--- config.mk ---
export PLATFORM = sky130hd
export DESIGN_NAME = uart_pkt_dispatch
export DESIGN_NICKNAME = d
export VERILOG_FILES = /design/src/rtl/uart_pkt_dispatch.sv
export SDC_FILE = /design/constraint.sdc
export NUM_CORES = 1
export LEC_CHECK = 0
export BUFFER_PORTS_ARGS = -buffer_cell sky130_fd_sc_hd__buf_2
export CORE_MARGIN = 5
export CORE_UTILIZATION = 40
export CTS_CLUSTER_SIZE = 8
export DETAILED_ROUTE_END_ITERATION = 16
export GPL_ROUTABILITY_DRIVEN = 0
export GPL_TIMING_DRIVEN = 0
export SKIP_LAST_GASP = 1
export SYNTH_ARGS = -nofsm -noshare
export SYNTH_HDL_FRONTEND = slang
export SYNTH_SLANG_ARGS = --single-unit
export TNS_END_PERCENT = 100
--- constraint.sdc ---
create_clock -name clk_i -period 3 [get_ports clk_i]
set_clock_uncertainty 0.2 [all_clocks]
set_input_delay 0.3 -clock clk_i [delete_from_list [all_inputs] [get_ports clk_i]]
set_output_delay 0.3 -clock clk_i [all_outputs]
set_load 0.005 [all_outputs]
--- src/rtl/uart_pkt_dispatch.sv ---
// uart_pkt_dispatch: parses a 4-byte header and grants one engine per packet.
// Optional idle timeout in HDR1..HDR3/DRAIN: define UART_DISPATCH_TIMEOUT_EN.
module uart_pkt_dispatch #(
  parameter int num_eng_p = 3,
  parameter int timeout_p = 65535
) (
  input  logic                 clk_i,
  input  logic                 rst_ni,
  input  logic [7:0]           rx_data_i,
  input  logic                 rx_valid_i,
  output logic                 rx_ready_o,
  output logic [7:0]           eng_data_o,
  output logic [num_eng_p-1:0] eng_valid_o,
  input  logic [num_eng_p-1:0] eng_ready_i,
  output logic [num_eng_p-1:0] eng_start_o,
  input  logic [num_eng_p-1:0] eng_done_i,
  output logic [15:0]          len_o,
  output logic                 busy_o,
  output logic                 err_o,
  output logic [1:0]           err_code_o
);

  localparam int SW = (num_eng_p > 1) ? $clog2(num_eng_p) : 1;
  localparam logic [7:0] MAX_OP = 8'(num_eng_p);

  typedef enum logic [2:0] {
    HDR0, HDR1, HDR2, HDR3, PAYLOAD, DRAIN, WAIT_DONE
  } state_e;

  state_e               state_q, state_d;
  logic [7:0]           op_q, op_d;
  logic [7:0]           lsb_q, lsb_d;
  logic [15:0]          rem_q, rem_d;
  logic [15:0]          len_q, len_d;
  logic [SW-1:0]        sel_q, sel_d;
  logic [num_eng_p-1:0] start_q, start_d;
  logic                 err_q, err_d;
  logic [1:0]           code_q, code_d;
  logic [num_eng_p-1:0] sel_oh, op_oh, valid_c;
  logic                 ready_c, xfer, op_ok;
  logic [15:0]          hdr_len;

  assign hdr_len = {rx_data_i, lsb_q};
  assign op_ok   = (op_q != 8'd0) && (op_q <= MAX_OP);

  always_comb begin
    sel_oh = '0;
    op_oh  = '0;
    for (int k = 0; k < num_eng_p; k++) begin
      sel_oh[k] = (sel_q == SW'(k));
      op_oh[k]  = (op_q == 8'(k + 1));
    end
  end

  always_comb begin
    ready_c = 1'b0;
    valid_c = '0;
    unique case (state_q)
      HDR0, HDR1, HDR2, HDR3, DRAIN: ready_c = 1'b1;
      PAYLOAD: begin
        ready_c = eng_ready_i[sel_q];
        valid_c = sel_oh & {num_eng_p{rx_valid_i}};
      end
      default: ready_c = 1'b0;
    endcase
  end

  // Ready/valid are forced low while reset is held.
  assign rx_ready_o  = rst_ni & ready_c;
  assign eng_valid_o = rst_ni ? valid_c : '0;
  assign xfer        = rx_valid_i & rx_ready_o;

`ifdef UART_DISPATCH_TIMEOUT_EN
  localparam int TW = $clog2(timeout_p + 1);
  logic [TW-1:0] idle_q, idle_d;
  logic          timed;
  assign timed = (state_q == HDR1) || (state_q == HDR2) ||
                 (state_q == HDR3) || (state_q == DRAIN);
`endif

  always_comb begin
    state_d = state_q;
    op_d    = op_q;
    lsb_d   = lsb_q;
    rem_d   = rem_q;
    len_d   = len_q;
    sel_d   = sel_q;
    start_d = '0;
    err_d   = 1'b0;
    code_d  = code_q;
    unique case (state_q)
      HDR0: if (xfer) begin
        op_d    = rx_data_i;
        state_d = HDR1;
      end
      HDR1: if (xfer) state_d = HDR2;
      HDR2: if (xfer) begin
        lsb_d   = rx_data_i;
        state_d = HDR3;
      end
      HDR3: if (xfer) begin
        if (hdr_len < 16'd4) begin
          err_d   = 1'b1;
          code_d  = 2'd2;
          state_d = HDR0;
        end else if (!op_ok) begin
          err_d   = 1'b1;
          code_d  = 2'd1;
          rem_d   = hdr_len - 16'd4;
          state_d = (hdr_len == 16'd4) ? HDR0 : DRAIN;
        end else begin
          len_d   = hdr_len;
          sel_d   = SW'(op_q - 8'd1);
          rem_d   = hdr_len - 16'd4;
          start_d = op_oh;
          state_d = (hdr_len == 16'd4) ? WAIT_DONE : PAYLOAD;
        end
      end
      PAYLOAD: if (xfer) begin
        rem_d = rem_q - 16'd1;
        if (rem_q == 16'd1) state_d = WAIT_DONE;
      end
      DRAIN: if (xfer) begin
        rem_d = rem_q - 16'd1;
        if (rem_q == 16'd1) state_d = HDR0;
      end
      WAIT_DONE: if (eng_done_i[sel_q]) state_d = HDR0;
      default: state_d = HDR0;
    endcase
`ifdef UART_DISPATCH_TIMEOUT_EN
    idle_d = '0;
    if (timed && !xfer) begin
      if (idle_q == TW'(timeout_p - 1)) begin
        err_d   = 1'b1;
        code_d  = 2'd3;
        state_d = HDR0;
      end else begin
        idle_d = idle_q + 1'b1;
      end
    end
`endif
  end

  always_ff @(posedge clk_i or negedge rst_ni) begin
    if (!rst_ni) begin
      state_q <= HDR0;
      op_q    <= '0;
      lsb_q   <= '0;
      rem_q   <= '0;
      len_q   <= '0;
      sel_q   <= '0;
      start_q <= '0;
      err_q   <= 1'b0;
      code_q  <= '0;
    end else begin
      state_q <= state_d;
      op_q    <= op_d;
      lsb_q   <= lsb_d;
      rem_q   <= rem_d;
      len_q   <= len_d;
      sel_q   <= sel_d;
      start_q <= start_d;
      err_q   <= err_d;
      code_q  <= code_d;
    end
  end

`ifdef UART_DISPATCH_TIMEOUT_EN
  always_ff @(posedge clk_i or negedge rst_ni) begin
    if (!rst_ni) idle_q <= '0;
    else         idle_q <= idle_d;
  end
`endif

  assign eng_data_o  = rx_data_i;
  assign eng_start_o = start_q;
  assign len_o       = len_q;
  assign busy_o      = (state_q != HDR0);
  assign err_o       = err_q;
  assign err_code_o  = code_q;

endmodule
==> flow_metrics.tcl <==
set metrics [dict create \
    max_freq_mhz 360 \
    layout_common_cells "dfrtp_1, buf_2, nand2_1, o21ai_0, a21oi_1" \
    rsz0062_at_grt "no" \
    antenna_cells 0 \
    hold_class "in -> reg" \
    synthSimpleGateAreaFrac_pct 18.2 \
    maxCapViolations 0 \
    nNetsFinal 425 \
    ys_ff_latch 59 \
    setup.worst_path.start_class "input port" \
    drc 0 \
    synth_edf_count 0 \
    cp_cell_sequence "dlygate4sd3_1, buf_2, buf_12, nand4_1, nor2_1, a32o_1, buf_2, nand2_1, a22o_1" \
    p_leak_nw 1.81 \
    synth_fa_ha_area_share_pct 2.96 \
    dp_slack_ns -0.106 \
    first_iter_violations 121 \
    postSynth.topFlopCell "dfrtp_1" \
    fill_cells 799 \
    power_density_nw_per_um2 855 \
    synth_top_area_share_pct 43.6 \
    num_rows 33 \
    power_mw 3.42 \
    cts.sinks 59 \
    clockBufferDepth 2 \
    path_max_fanout 37 \
    run_status "finished, final reports clean" \
    final_core_util_pct 48.7 \
    final_common_cell "dfrtp_1" \
    yosys.area.top_type "dfrtp_1" \
    synth.area.mux_share_pct 11.4 \
    synth_xor_area_share_pct 2.59 \
    dp_cells 492 \
    grt_use_total_pct 17.1 \
    synth_nets 364 \
    antenna_left 0 \
    placeableCoreArea_sq_um 8220 \
    async_reset_ff_share_pct 100 \
    vias 2807 \
    synth_compound_area_share_pct 14.7 \
    cts_tree "yes" \
    syn_area_sq_um 3380 \
    path_clk_slew_ns 0.07 \
    drv_slew 0 \
    grt_pass1_wl_microns 14000 \
    portBuffers 47 \
    critPathArrivalTime_ns 2.80 \
    antenna_found_initial 0 \
    die_h_microns 102 \
    peakVddDrop_mv 0.360 \
    die_w_microns 102 \
    cts-root-buf "clkbuf_8" \
    routed_via_density 5.50 \
    hold_viol_final 0 \
    wl_per_cell_microns 16.6 \
    maxSlewHeadroom_pct 25.5 \
    finalSetupViolCount 0 \
    htreeDepth 3 \
    syn_inst 339 \
    worstMarginPinSlew_ns 1.11 \
    drt-total-wl_microns 8480 \
    worstSetupPathType "in -> reg" \
    ys_types 54 \
    ys_warn_count 0 \
    max_stage_delay_ns 0.52 \
    io_pins 52 \
    syn_area_per_cell_sq_um 9.98 \
    min_period_ns 2.78 \
    ys_seq_area_share_pct 43.6 \
    drive_above_1_share_pct 29.1 \
    drt_pass1_iterations 5 \
    setup_tns_ns 0 \
    grt_max_degree 38 \
    final_cells 510 \
    cts_buffers 9 \
    crit_required_ns 3.02 \
    grt_pass1_vias 2746 \
    start_util_pct 41.2 \
    grt_overflow 0 \
    cp_common_cell "buf_2" \
    clkLatencyLatePin_ns 0.34 \
    cp_slowest_cell "dlygate4sd3_1" \
    cp-end-kind "flip-flop" \
    die_area_sq_um 10400 \
    fin_ws_ns 0.220 \
    dp_hpwl_microns 6070 \
    ys_top_cells_by_area "dfrtp_1, mux2_2, mux2_4" \
    syn2layout_area_growth_pct 18.1 \
    finalCritPeriodShare_pct 92.7 \
    synth_top_family_by_area "simple AND/OR/NAND/NOR gates" \
]
==> cells in the mapped netlist, types with 3 or more instances <==
cell	count
nor3_1	17
nor4_1	3
nand3_1	10
xnor2_1	6
dfrtp_1	59
xor2_1	4
clkbuf_1	9
buf_4	8
nor4_2	3
nand2b_1	3
buf_2	6
ha_1	8
mux2i_1	3
a21oi_1	20
o21ai_0	25
inv_1	12
nor2_1	15
o22ai_1	5
a22o_1	7
and3_1	3
mux2_4	11
nand2_1	33
nor3b_1	3
or3_1	5
a32o_1	4
mux2_2	17
nand4_1	3
==> cells by family after synthesis <==
logic type,after synthesis
DFF,59
AOI/OAI and AO/OA,79
buffers and inverters,40
xor gates and xnor gates,10
muxes,31
adders and majority gates,8
and+or+nand+nor,112
==> critical path: cells and delay by family <==
family / cells / cell delay (ns)
AO/OA/AOI/OAI: 2 / 0.59
AND/OR/NAND/NOR: 3 / 0.68
buffers and inverters: 4 / 1.20
==> final cells by class <==
type | instances | area [sq um] | area share, %
multi-input combinational | 240 | 1690 | 42.2
clock buffer | 12 | 145 | 3.63
sequential | 59 | 1480 | 36.9
inverter | 12 | 45.0 | 1.13
buffer | 28 | 178 | 4.44
tap | 105 | 131 | 3.29
timing repair buffer | 50 | 285 | 7.14
clock inverter | 4 | 50.0 | 1.25
==> sequential cells by signal (all words and copies together), names as in the netlist <==
register	count
eng_start_o	3
err_code_o	2
err_o	1
len_o	16
lsb_q	8
op_q	8
rem_q	16
sel_q	2
state_q	3
==> metrics by stage <==
stage	hold slack, ns	area (sq um)
floorplan	-0.196	3380
global placement	0.257	3750
detailed placement	0.161	3770
CTS	0.123	4000
global route	0.147	4000
finish	0.136	4000
==> layer usage <==
layer | part of all wire (%) | routed length [microns] | vias up | global-route usage, %
met4 | 1.0 | 88 | 0 | 4.24
met1 | 48 | 4100 | 1384 | 24.5
li1 | - | - | 1346 | -
met5 | 0 | 0 | - | 0
met2 | 46 | 3940 | 69 | 26.3
met3 | 4.2 | 359 | 8 | 4.16
==> final timing paths <==
kind	from	endpoint	slack, ns	cells past startpoint
worst max-delay path	rst_ni	rem_q[8]	0.22	9
worst min register to register	op_q[2]	eng_start_o[1]	0.28	1
worst min-delay path	rx_data_i[3]	lsb_q[3]	0.14	3
worst max register to register	op_q[0]	len_o[6]	0.46	8
min in group asynchronous	rst_ni	len_o[14]	0.29	3
max in group asynchronous	rst_ni	state_q[1]	2.09	3
==> where the power goes <==
part	switching, mW	internal (mW)	total, mW
registers	0.310	1.10	1.41
clock network	0.319	0.405	0.724
logic	0.685	0.597	1.28
==> timing repair <==
| action | in CTS | in global routing |
|---|---|---|
| setup endpoints to repair | 0 | 3 |
| buffers inserted | 0 | 0 |
| resized for setup | 0 | 2 |
| hold buffers | 2 | 0 |
| hold endpoints to repair | 26 | 0 |
No activity file was read; power rests on OpenSTA's default activity.
